$ cat src/rtl/ctrl_rd_out.sv
// ctrl_rd_out : drain controller for the BS/BP output buffers.
//
// For each tile it issues bs_rd_times reads of the BS buffer followed by
// bp_rd_times reads of the BP buffer. The returned words are merged into a
// single valid/ready stream. Reads are issued only while the skid FIFO has a
// free slot for every read still in flight. Backpressure therefore stalls
// issue and never drops or duplicates a beat.
//
// Optional feature macro: CTRL_RD_STALL_CNT_EN
//   defined   -> stall_cycles counts out_valid & ~out_ready cycles (saturating),
//                cleared on reset and on an accepted rd_tile_start
//   undefined -> stall_cycles is tied to 0
//
// Ports
//   clk, rst_n                 clock, synchronous active-low reset
//   bs_rd_times, bp_rd_times   per-tile read counts, latched on accepted start
//   rd_tile_start              start pulse (ignored while rd_busy)
//   rd_busy                    tile in progress
//   bs_out_buf_rd_req/en/addr  BS read strobe, bank select, address
//   bs_rd_data                 BS read data, RD_LAT cycles after the strobe
//   bp_out_buf_rd_req/en/addr  BP read strobe, bank select, address
//   bp_rd_data                 BP read data, RD_LAT cycles after the strobe
//   out_valid/out_ready        stream handshake
//   out_data/out_is_bs/out_last stream payload, source flag, final beat of tile
//   rd_tile_end                one-cycle pulse when the tile is fully drained
//   stall_cycles               backpressure cycle counter
module ctrl_rd_out #(
    parameter int BS_COLS          = 64,
    parameter int BP_COLS          = 32,
    parameter int BS_OUT_BUF_DEPTH = 10,
    parameter int BP_OUT_BUF_DEPTH = 10,
    parameter int DATA_W           = 128,
    parameter int RD_LAT           = 2,
    parameter int FIFO_DEPTH       = 4
) (
    input  logic                        clk,
    input  logic                        rst_n,
    input  logic [15:0]                 bs_rd_times,
    input  logic [15:0]                 bp_rd_times,
    input  logic                        rd_tile_start,
    output logic                        rd_busy,
    output logic                        bs_out_buf_rd_req,
    output logic [2:0]                  bs_out_buf_rd_en,
    output logic [BS_OUT_BUF_DEPTH-1:0] bs_out_buf_rd_addr,
    input  logic [DATA_W-1:0]           bs_rd_data,
    output logic                        bp_out_buf_rd_req,
    output logic [2:0]                  bp_out_buf_rd_en,
    output logic [BP_OUT_BUF_DEPTH-1:0] bp_out_buf_rd_addr,
    input  logic [DATA_W-1:0]           bp_rd_data,
    output logic                        out_valid,
    input  logic                        out_ready,
    output logic [DATA_W-1:0]           out_data,
    output logic                        out_is_bs,
    output logic                        out_last,
    output logic                        rd_tile_end,
    output logic [31:0]                 stall_cycles
);

    localparam int BS_BANKS = BS_COLS / 16;
    localparam int BP_BANKS = BP_COLS / 8;
    localparam int PTR_W    = $clog2(FIFO_DEPTH);
    localparam int CNT_W    = $clog2(FIFO_DEPTH + 1);
    localparam int OCC_W    = CNT_W + 1;

    typedef enum logic [1:0] {
        S_IDLE  = 2'd0,
        S_RD_BS = 2'd1,
        S_RD_BP = 2'd2,
        S_DRAIN = 2'd3
    } state_t;

    state_t state, state_nxt;

    logic [15:0] bs_times, bp_times;
    logic        empty_tile;
    logic [15:0] rd_cnt;
    logic [2:0]  bank;

    logic [CNT_W-1:0] inflight;
    logic [CNT_W-1:0] fifo_count;
    logic [PTR_W-1:0] wr_ptr, rd_ptr;

    logic [OCC_W-1:0] occ;
    logic credit_ok;
    logic start_acc;
    logic issue_bs, issue_bp, issue;
    logic bs_final, bp_final, phase_final, issue_last;
    logic [2:0] bank_last;
    logic arrive, push, pop;
    logic [DATA_W-1:0] push_data;

    logic [RD_LAT-1:0] ret_vld_p, ret_is_bs_p, ret_last_p;

    logic [DATA_W-1:0]     fifo_data [FIFO_DEPTH];
    logic [FIFO_DEPTH-1:0] fifo_is_bs, fifo_last;

    // Issue control: one read per cycle, and only if the FIFO can absorb
    // every read already in flight plus this one.
    assign occ         = OCC_W'(fifo_count) + OCC_W'(inflight);
    assign credit_ok   = (occ < OCC_W'(FIFO_DEPTH));
    assign start_acc   = (state == S_IDLE) && rd_tile_start;
    assign issue_bs    = (state == S_RD_BS) && credit_ok;
    assign issue_bp    = (state == S_RD_BP) && credit_ok;
    assign issue       = issue_bs | issue_bp;
    assign bs_final    = (rd_cnt == bs_times - 16'd1);
    assign bp_final    = (rd_cnt == bp_times - 16'd1);
    assign phase_final = (issue_bs && bs_final) || (issue_bp && bp_final);
    // The tile's last beat is the final BP read, or the final BS read when
    // there is no BP phase at all.
    assign issue_last  = (issue_bs && bs_final && (bp_times == 16'd0)) ||
                         (issue_bp && bp_final);
    assign bank_last   = issue_bs ? 3'(BS_BANKS - 1) : 3'(BP_BANKS - 1);

    assign bs_out_buf_rd_req  = issue_bs;
    assign bs_out_buf_rd_en   = issue_bs ? bank : 3'd0;
    assign bs_out_buf_rd_addr = issue_bs ? rd_cnt[BS_OUT_BUF_DEPTH-1:0] : '0;
    assign bp_out_buf_rd_req  = issue_bp;
    assign bp_out_buf_rd_en   = issue_bp ? bank : 3'd0;
    assign bp_out_buf_rd_addr = issue_bp ? rd_cnt[BP_OUT_BUF_DEPTH-1:0] : '0;

    assign rd_busy = (state != S_IDLE);

    always_ff @(posedge clk) begin
        if (!rst_n) begin
            state <= S_IDLE;
        end else begin
            state <= state_nxt;
        end
    end

    always_comb begin
        state_nxt   = state;
        rd_tile_end = 1'b0;
        case (state)
            S_IDLE: begin
                if (rd_tile_start) begin
                    if (bs_rd_times != 16'd0) begin
                        state_nxt = S_RD_BS;
                    end else if (bp_rd_times != 16'd0) begin
                        state_nxt = S_RD_BP;
                    end else begin
                        state_nxt = S_DRAIN;
                    end
                end
            end
            S_RD_BS: begin
                if (issue_bs && bs_final) begin
                    state_nxt = (bp_times != 16'd0) ? S_RD_BP : S_DRAIN;
                end
            end
            S_RD_BP: begin
                if (issue_bp && bp_final) begin
                    state_nxt = S_DRAIN;
                end
            end
            S_DRAIN: begin
                // An empty tile has no last beat; it ends on its first DRAIN cycle.
                if (empty_tile || (pop && out_last)) begin
                    rd_tile_end = 1'b1;
                    state_nxt   = S_IDLE;
                end
            end
            default: state_nxt = S_IDLE;
        endcase
    end

    // Address and bank counters restart at tile start and again at the
    // BS -> BP switch, so each buffer is read from address 0 / bank 0.
    always_ff @(posedge clk) begin
        if (!rst_n) begin
            bs_times   <= 16'd0;
            bp_times   <= 16'd0;
            empty_tile <= 1'b0;
            rd_cnt     <= 16'd0;
            bank       <= 3'd0;
        end else if (start_acc) begin
            bs_times   <= bs_rd_times;
            bp_times   <= bp_rd_times;
            empty_tile <= (bs_rd_times == 16'd0) && (bp_rd_times == 16'd0);
            rd_cnt     <= 16'd0;
            bank       <= 3'd0;
        end else if (issue) begin
            if (phase_final) begin
                rd_cnt <= 16'd0;
                bank   <= 3'd0;
            end else begin
                rd_cnt <= rd_cnt + 16'd1;
                bank   <= (bank == bank_last) ? 3'd0 : bank + 3'd1;
            end
        end
    end

    // ---- p0 .. p(RD_LAT-1): return pipe, tracks each read until its data arrives
    always_ff @(posedge clk) begin
        if (!rst_n) begin
            ret_vld_p <= '0;
        end else begin
            ret_vld_p[0] <= issue;
            for (int k = 1; k < RD_LAT; k++) begin
                ret_vld_p[k] <= ret_vld_p[k-1];
            end
        end
    end

    always_ff @(posedge clk) begin
        ret_is_bs_p[0] <= issue_bs;
        ret_last_p[0]  <= issue_last;
        for (int k = 1; k < RD_LAT; k++) begin
            ret_is_bs_p[k] <= ret_is_bs_p[k-1];
            ret_last_p[k]  <= ret_last_p[k-1];
        end
    end

    assign arrive    = ret_vld_p[RD_LAT-1];
    assign push      = arrive;
    assign push_data = ret_is_bs_p[RD_LAT-1] ? bs_rd_data : bp_rd_data;
    assign pop       = out_valid & out_ready;

    always_ff @(posedge clk) begin
        if (!rst_n) begin
            inflight <= '0;
        end else begin
            case ({issue, arrive})
                2'b10:   inflight <= inflight + CNT_W'(1);
                2'b01:   inflight <= inflight - CNT_W'(1);
                default: inflight <= inflight;
            endcase
        end
    end

    // ---- skid FIFO: captures returning words, head drives the stream
    always_ff @(posedge clk) begin
        if (!rst_n) begin
            wr_ptr     <= '0;
            rd_ptr     <= '0;
            fifo_count <= '0;
        end else begin
            if (push) begin
                wr_ptr <= wr_ptr + PTR_W'(1);
            end
            if (pop) begin
                rd_ptr <= rd_ptr + PTR_W'(1);
            end
            case ({push, pop})
                2'b10:   fifo_count <= fifo_count + CNT_W'(1);
                2'b01:   fifo_count <= fifo_count - CNT_W'(1);
                default: fifo_count <= fifo_count;
            endcase
        end
    end

    always_ff @(posedge clk) begin
        if (push) begin
            fifo_data[wr_ptr]  <= push_data;
            fifo_is_bs[wr_ptr] <= ret_is_bs_p[RD_LAT-1];
            fifo_last[wr_ptr]  <= ret_last_p[RD_LAT-1];
        end
    end

    // FIFO storage is not reset, so the payload is masked while empty.
    assign out_valid = (fifo_count != '0);
    assign out_data  = out_valid ? fifo_data[rd_ptr] : '0;
    assign out_is_bs = out_valid & fifo_is_bs[rd_ptr];
    assign out_last  = out_valid & fifo_last[rd_ptr];

`ifdef CTRL_RD_STALL_CNT_EN
    always_ff @(posedge clk) begin
        if (!rst_n) begin
            stall_cycles <= 32'd0;
        end else if (start_acc) begin
            stall_cycles <= 32'd0;
        end else if (out_valid && !out_ready && (stall_cycles != 32'hFFFF_FFFF)) begin
            stall_cycles <= stall_cycles + 32'd1;
        end
    end
`else
    assign stall_cycles = 32'd0;
`endif

endmodule
$ cat config.mk
export PLATFORM = sky130hd
export DESIGN_NAME = ctrl_rd_out
export DESIGN_NICKNAME = d
export VERILOG_FILES = /design/src/rtl/ctrl_rd_out.sv
export SDC_FILE = /design/constraint.sdc
export NUM_CORES = 1
export LEC_CHECK = 0
export ABC_CLOCK_PERIOD_IN_PS = 4000
export CORE_MARGIN = 2
export CORE_UTILIZATION = 45
export DETAILED_ROUTE_END_ITERATION = 10
export GPL_TIMING_DRIVEN = 0
export PLACE_DENSITY = 0.73
export SLEW_MARGIN = 20
export SYNTH_ARGS = -nofsm -noshare
export SYNTH_HDL_FRONTEND = slang
export SYNTH_SLANG_ARGS = --single-unit
$ cat constraint.sdc
create_clock -name clk -period 4 [get_ports clk]
set_input_delay 0.8 -clock clk [delete_from_list [all_inputs] [get_ports clk]]
set_output_delay 0.8 -clock clk [all_outputs]
set_load 0.005 [all_outputs]
# After elaboration in Yosys (flattened, before gate mapping)

Memories as Yosys holds them, arrays and structs flattened. A register that Yosys moved wholly into a read port is not among the register bits.
Index checks and enable logic that the tools add are counted.
W data, S select, Z words.

RAM bits: 512
Register bits after elaboration: 78
Output and inout port bits: 193
Memories kept: 1

Eq/ne operators: 14
Bitwise logic cells: 5
$add $sub $neg: 11
Mux-type cells: 33
$lt $le $gt $ge: 4
Reductions and logical operators: 25

Memory list:

| name      | words | width | read ports | clocked after memory_dff | write ports | line | text |
|---|---|---|---|---|---|---|---|
| fifo_data | 4     | 128   | 1          | 1                        | 1           | 94   | `logic [DATA_W-1:0] fifo_data [FIFO_DEPTH];` |

Operators by type and width:

| cell                    | count |
|---|---|
| $mux W128               | 2 |
| $logic_not A16 Y1       | 3 |
| $reduce_bool A16 Y1     | 3 |
| $eq A16 B16 Y1          | 2 |
| $sub A16 B1 Y16 const B | 2 |
| $mux W10                | 2 |
| $add A16 B1 Y16 const B | 1 |
| $mux W16                | 1 |
| $mux W2                 | 7 |
| $mux W3                 | 4 |
| $pmux W3 S2             | 2 |
| $add A3 B1 Y3 const B   | 3 |
| $logic_and A1 B1 Y1     | 9 |
| $mux W1                 | 9 |
| $bwmux W4               | 2 |
| $eq A2 B2 Y1 const B    | 4 |
| $pmux W2 S4             | 1 |
| $eq A2 B1 Y1 const B    | 3 |
| $lt A2 B3 Y1 const B    | 2 |
| $reduce_bool A2 Y1      | 3 |
| $sub A3 B1 Y3 const B   | 2 |
| $add A2 B1 Y2 const B   | 2 |
| $add A3 B3 Y4           | 1 |
| $bmux W1 S2             | 2 |
| other kinds (14)        | 20 |

# Depth between registers and ports, before layout

Depth in word-level cells: 7
Mapped depth: 12
Depth with buffers taken out: 11

# Worst setup path before layout

Ideal clock, no wire load.

Path type: register to register
Start: reg wr_ptr[0]
End: mem fifo_data[0][0] (enable)
Buffers on the path: 0
Data required time: 3,496 ps
Arrival time: 3,523 ps
Period minus slack after synthesis: 4,027 ps
Stages on the path, launching flop included: 4
Path slack: -27 ps
Setup time: 504 ps
Cells stage by stage: dfxtp_1 > inv_1 > ha_1 > and2_1

RTL lines:

| element                | line | text |
|---|---|---|
| from (decl)            | 81   | `logic [PTR_W-1:0] wr_ptr, rd_ptr;` |
| from (signal assigned) | 239  | `wr_ptr <= wr_ptr + PTR_W'(1);` |
| to (decl)              | 94   |  |

No word-level cell before the write port.

# Final worst setup path

Start: reg inflight[2]
End: out bs_out_buf_rd_en[0]

Word-level cells in the longest chain between the ends: 4

Ends and longest elaborated chain:

| element                | line | text |
|---|---|---|
| from (decl)            | 79   | `logic [CNT_W-1:0] inflight;` |
| from (signal assigned) | 224  | `2'b10: inflight <= inflight + CNT_W'(1);` |
| from (signal assigned) | 225  | `2'b01: inflight <= inflight - CNT_W'(1);` |
| from (signal assigned) | 226  | `default: inflight <= inflight;` |
| $add A3 B3 Y4          | 99   | `assign occ = OCC_W'(fifo_count) + OCC_W'(inflight);` |
| $lt A4 B3 Y1           | 100  | `assign credit_ok = (occ < OCC_W'(FIFO_DEPTH));` |
| $logic_and A1 B1 Y1    | 102  | `assign issue_bs = (state == S_RD_BS) && credit_ok;` |
| $mux W3                | 115  | `assign bs_out_buf_rd_en = issue_bs ? bank : 3'd0;` |
| to (decl)              | 43   | `output logic [2:0] bs_out_buf_rd_en,` |

Every way passes these cells.

==> results.py <==
metrics = {
    "status": {
        "run_status": "finished, final reports clean",
    },
    "grt": {
        "grtUsageTotal_pct": 21.0,
        "grt.overflow.total": 0,
        "grt_pass1_vias": 15867,
        "antenna_found_initial": 0,
        "grt_max_degree": 47,
        "grt_pass1_wl_mm": 94.1,
    },
    "sta": {
        "fin_crit_sh_pct": 96.6,
        "setup_tns_ps": 0,
        "setup_violations": 0,
        "layout_min_cycle_time_ps": 3860,
        "relSlewSlack_pct": 40.6,
        "clock_skew_ps": 27.2,
        "tightest_slew_ps": 891,
        "fmax_ghz": 0.259,
        "slew_violations": 0,
        "rsz0062_at_grt": "false",
        "hold_viol_final": 0,
    },
    "floorplanning": {
        "core-area_um2": 56400,
        "die_x_um": 243,
        "die_h_um": 243,
        "rows": 87,
        "die_area_um2": 58900,
        "num_io_pins": 485,
        "initial_core_util_pct": 45.5,
    },
    "critical_path": {
        "r2r-end": "rd_cnt[8]$_SDFFE_PP0P_",
        "worstSetupStartpointType": "register",
        "cp_top_family": "simple AND/OR/NAND/NOR gates",
        "critPathBufInv": 2,
        "slowest_stage": "clkdlybuf4s50_1",
        "crit_required_ps": 3200,
        "crit_chain": "ha_1 -> or3_1 -> nor3_4 -> clkbuf_2 -> and2_1 -> clkdlybuf4s50_1",
        "reg2reg_depth": 9,
        "crit_path_start": "inflight[2]$_SDFFE_PN0P_",
        "end_kind": "primary output",
        "cp_data_arrival_time_ps": 3060,
        "worstReg2RegStart": "bs_times[2]$_SDFFE_PN0P_",
        "setup.worst_path.class": "register to primary output",
        "cp.depth": 6,
        "cp_max_fo": 11,
        "crit_end": "bs_out_buf_rd_en[0]",
        "reg2reg_setup_slack_ps": 560,
        "slowest_delay_ps": 510,
    },
    "yosys": {
        "async_flop_share_pct": 0,
        "avgSynthCellArea_um2": 17.0,
        "yosysWarnings": 0,
        "synth_seq_cells": 592,
        "synth-seq-area-share_pct": 66.5,
        "synth_cell_types": 71,
        "synth_edf_count": 520,
        "netlist_instances": 1512,
        "netlist_area_um2": 25600,
        "ys.flop_type": "edfxtp_1",
    },
    "route": {
        "post-route-drc-count": 0,
        "drt-total-wl_mm": 62.4,
        "routedWlPerCell_um": 21.7,
        "ant_nets": 0,
        "vias_per_cell": 5.33,
        "drt_iter0_drc": 838,
        "vias": 15325,
        "drt_pass1_iterations": 4,
    },
    "finish": {
        "layoutNonFillerInstCount": 2874,
        "drive_gt1_share_pct": 21.1,
        "syn_to_final_growth_pct": 31.5,
        "final_util_pct": 59.8,
        "n_antenna_cell": 0,
        "n_fill_cell": 4328,
        "nNetsFinal": 2379,
    },
    "clock_tree": {
        "clk_latency_ps": 620,
        "path_clk_slew_ps": 60,
        "numCtsBuffers": 59,
        "htreeDepth": 2,
        "cts_tree": "built",
        "clock_sinks": 592,
        "clockBufferDepth": 3,
        "cts_root_buf": "clkbuf_16",
        "cts_hold_buffers": 0,
    },
    "power": {
        "power_density_nw_per_um2": 564,
        "p_leak_nw": 11.2,
        "ir_worst_vdd_mv": 0.357,
        "finalPower_mw": 19.0,
    },
    "placed_design": {
        "gp_congestion": 0.858,
        "dp_hpwl_mm": 43.4,
        "io_buffers": 452,
        "placed_cells": 2763,
    },
    "run": {
        "cap_viol_max_count": 0,
    },
    "hold_path": {
        "worstHoldPathType": "register to register",
    },
}
## stage by stage
stage	hold slack [ps]	setup WS (ps)	instance area, µm²
floorplan	310	1110	25800
global placement	312	-84.3	31200
detailed placement	312	-133	31500
CTS	326	-0.426	33700
global route	337	0.0848	33700
finish	327	137	33700
## cells by family (layout without fill, tap and decap cells)
family                     after synthesis  in the layout  synth area share [%]
and+or+nand+nor                        352            352                  7.99
adders and majority gates               19             19                 0.986
muxes                                  264            264                  17.3
other                                    1             32                0.0146
xor gates and xnor gates                60             60                  2.10
AOI/OAI and AO/OA                       84             84                  2.44
buffers and inverters                  140            715                  2.66
DFF                                    592            592                  66.5
## routing by layer
layer / track usage (%) / wire, µm
met1: 26.4 / 24900
met5: 0 / 0
met2: 37.3 / 31900
met4: 4.51 / 1110
met3: 4.53 / 4490
## final cells by class
cell class                      instances  area [µm²]  area share [%]
Buffer                                117         651            1.93
Clock buffer                           66        1510            4.49
Clock inverter                         45         592            1.76
Inverter                               23        86.3           0.256
Multi-Input combinational cell        811        8050            23.9
Sequential cell                       592       17100            50.6
Tap cell                              756         946            2.81
Timing Repair Buffer                  464        4820            14.3
## flip-flops by register name (all words and copies together) (netlist names), named ones only
signal,cells
rd_cnt,16
bs_times,16
fifo_is_bs,4
ret_last_p,2
empty_tile,1
inflight,3
bank,3
ret_vld_p,2
fifo_last,4
fifo_data,512
rd_ptr,2
wr_ptr,2
fifo_count,3
ret_is_bs_p,2
bp_times,16
state,2
## Yosys cell counts, drive strengths merged, types with 4 or more instances
master / count / area [µm²]
nand2b: 4 / 25.0
mux2i: 4 / 40.0
or4: 4 / 33.8
buf: 53 / 345
nand2: 37 / 139
o21ai: 17 / 85.1
nand4: 13 / 87.6
dfxtp: 72 / 1440
nor3: 10 / 50.1
nor2: 40 / 150
inv: 23 / 86.3
a22o: 27 / 238
and2: 156 / 976
ha: 17 / 213
mux4: 130 / 2930
a21oi: 8 / 40.0
xor2: 24 / 210
xnor2: 35 / 307
nor4: 20 / 125
nand3: 12 / 65.1
nor2b: 10 / 62.6
edfxtp: 520 / 15600
clkbuf: 64 / 250
mux2: 130 / 1460
and3: 20 / 125
or3: 10 / 63.8
## power by group
group | internal, mW | leakage [nW] | switching [mW]
clock | 3.58 | 1.01 | 2.33
sequential | 7.40 | 5.28 | 0.161
combinational | 2.85 | 4.93 | 2.72
total | 13.8 | 11.2 | 5.21
## how the worst min path moves through the flow
stage                                 from                     end  slack, ps  cells after the start
floorplan           ret_is_bs_p[0]$_DFF_P_  ret_is_bs_p[1]$_DFF_P_        310                      0
global placement     ret_last_p[0]$_DFF_P_   ret_last_p[1]$_DFF_P_        310                      0
detailed placement  ret_is_bs_p[0]$_DFF_P_  ret_is_bs_p[1]$_DFF_P_        310                      0
CTS                 ret_is_bs_p[0]$_DFF_P_  ret_is_bs_p[1]$_DFF_P_        330                      0
global route        ret_is_bs_p[0]$_DFF_P_  ret_is_bs_p[1]$_DFF_P_        340                      0
finish              ret_is_bs_p[0]$_DFF_P_  ret_is_bs_p[1]$_DFF_P_        330                      0
## layout by cell type (no fill, tap or decap), types with 35 or more instances in the layout
master	instances
edfxtp_1	520
clkdlybuf4s50_1	452
and2_1	152
mux4_2	130
mux2_2	130
dfxtp_1	72
clkbuf_16	59
clkbuf_1	55
nor2_1	40
nand2_1	37
xnor2_1	35
## what timing repair did
action                     in CTS  in global routing
setup endpoints to repair     130                 78
resized for setup              51                 24
buffers inserted                0                  0
(Power assumes the default switching activity.)
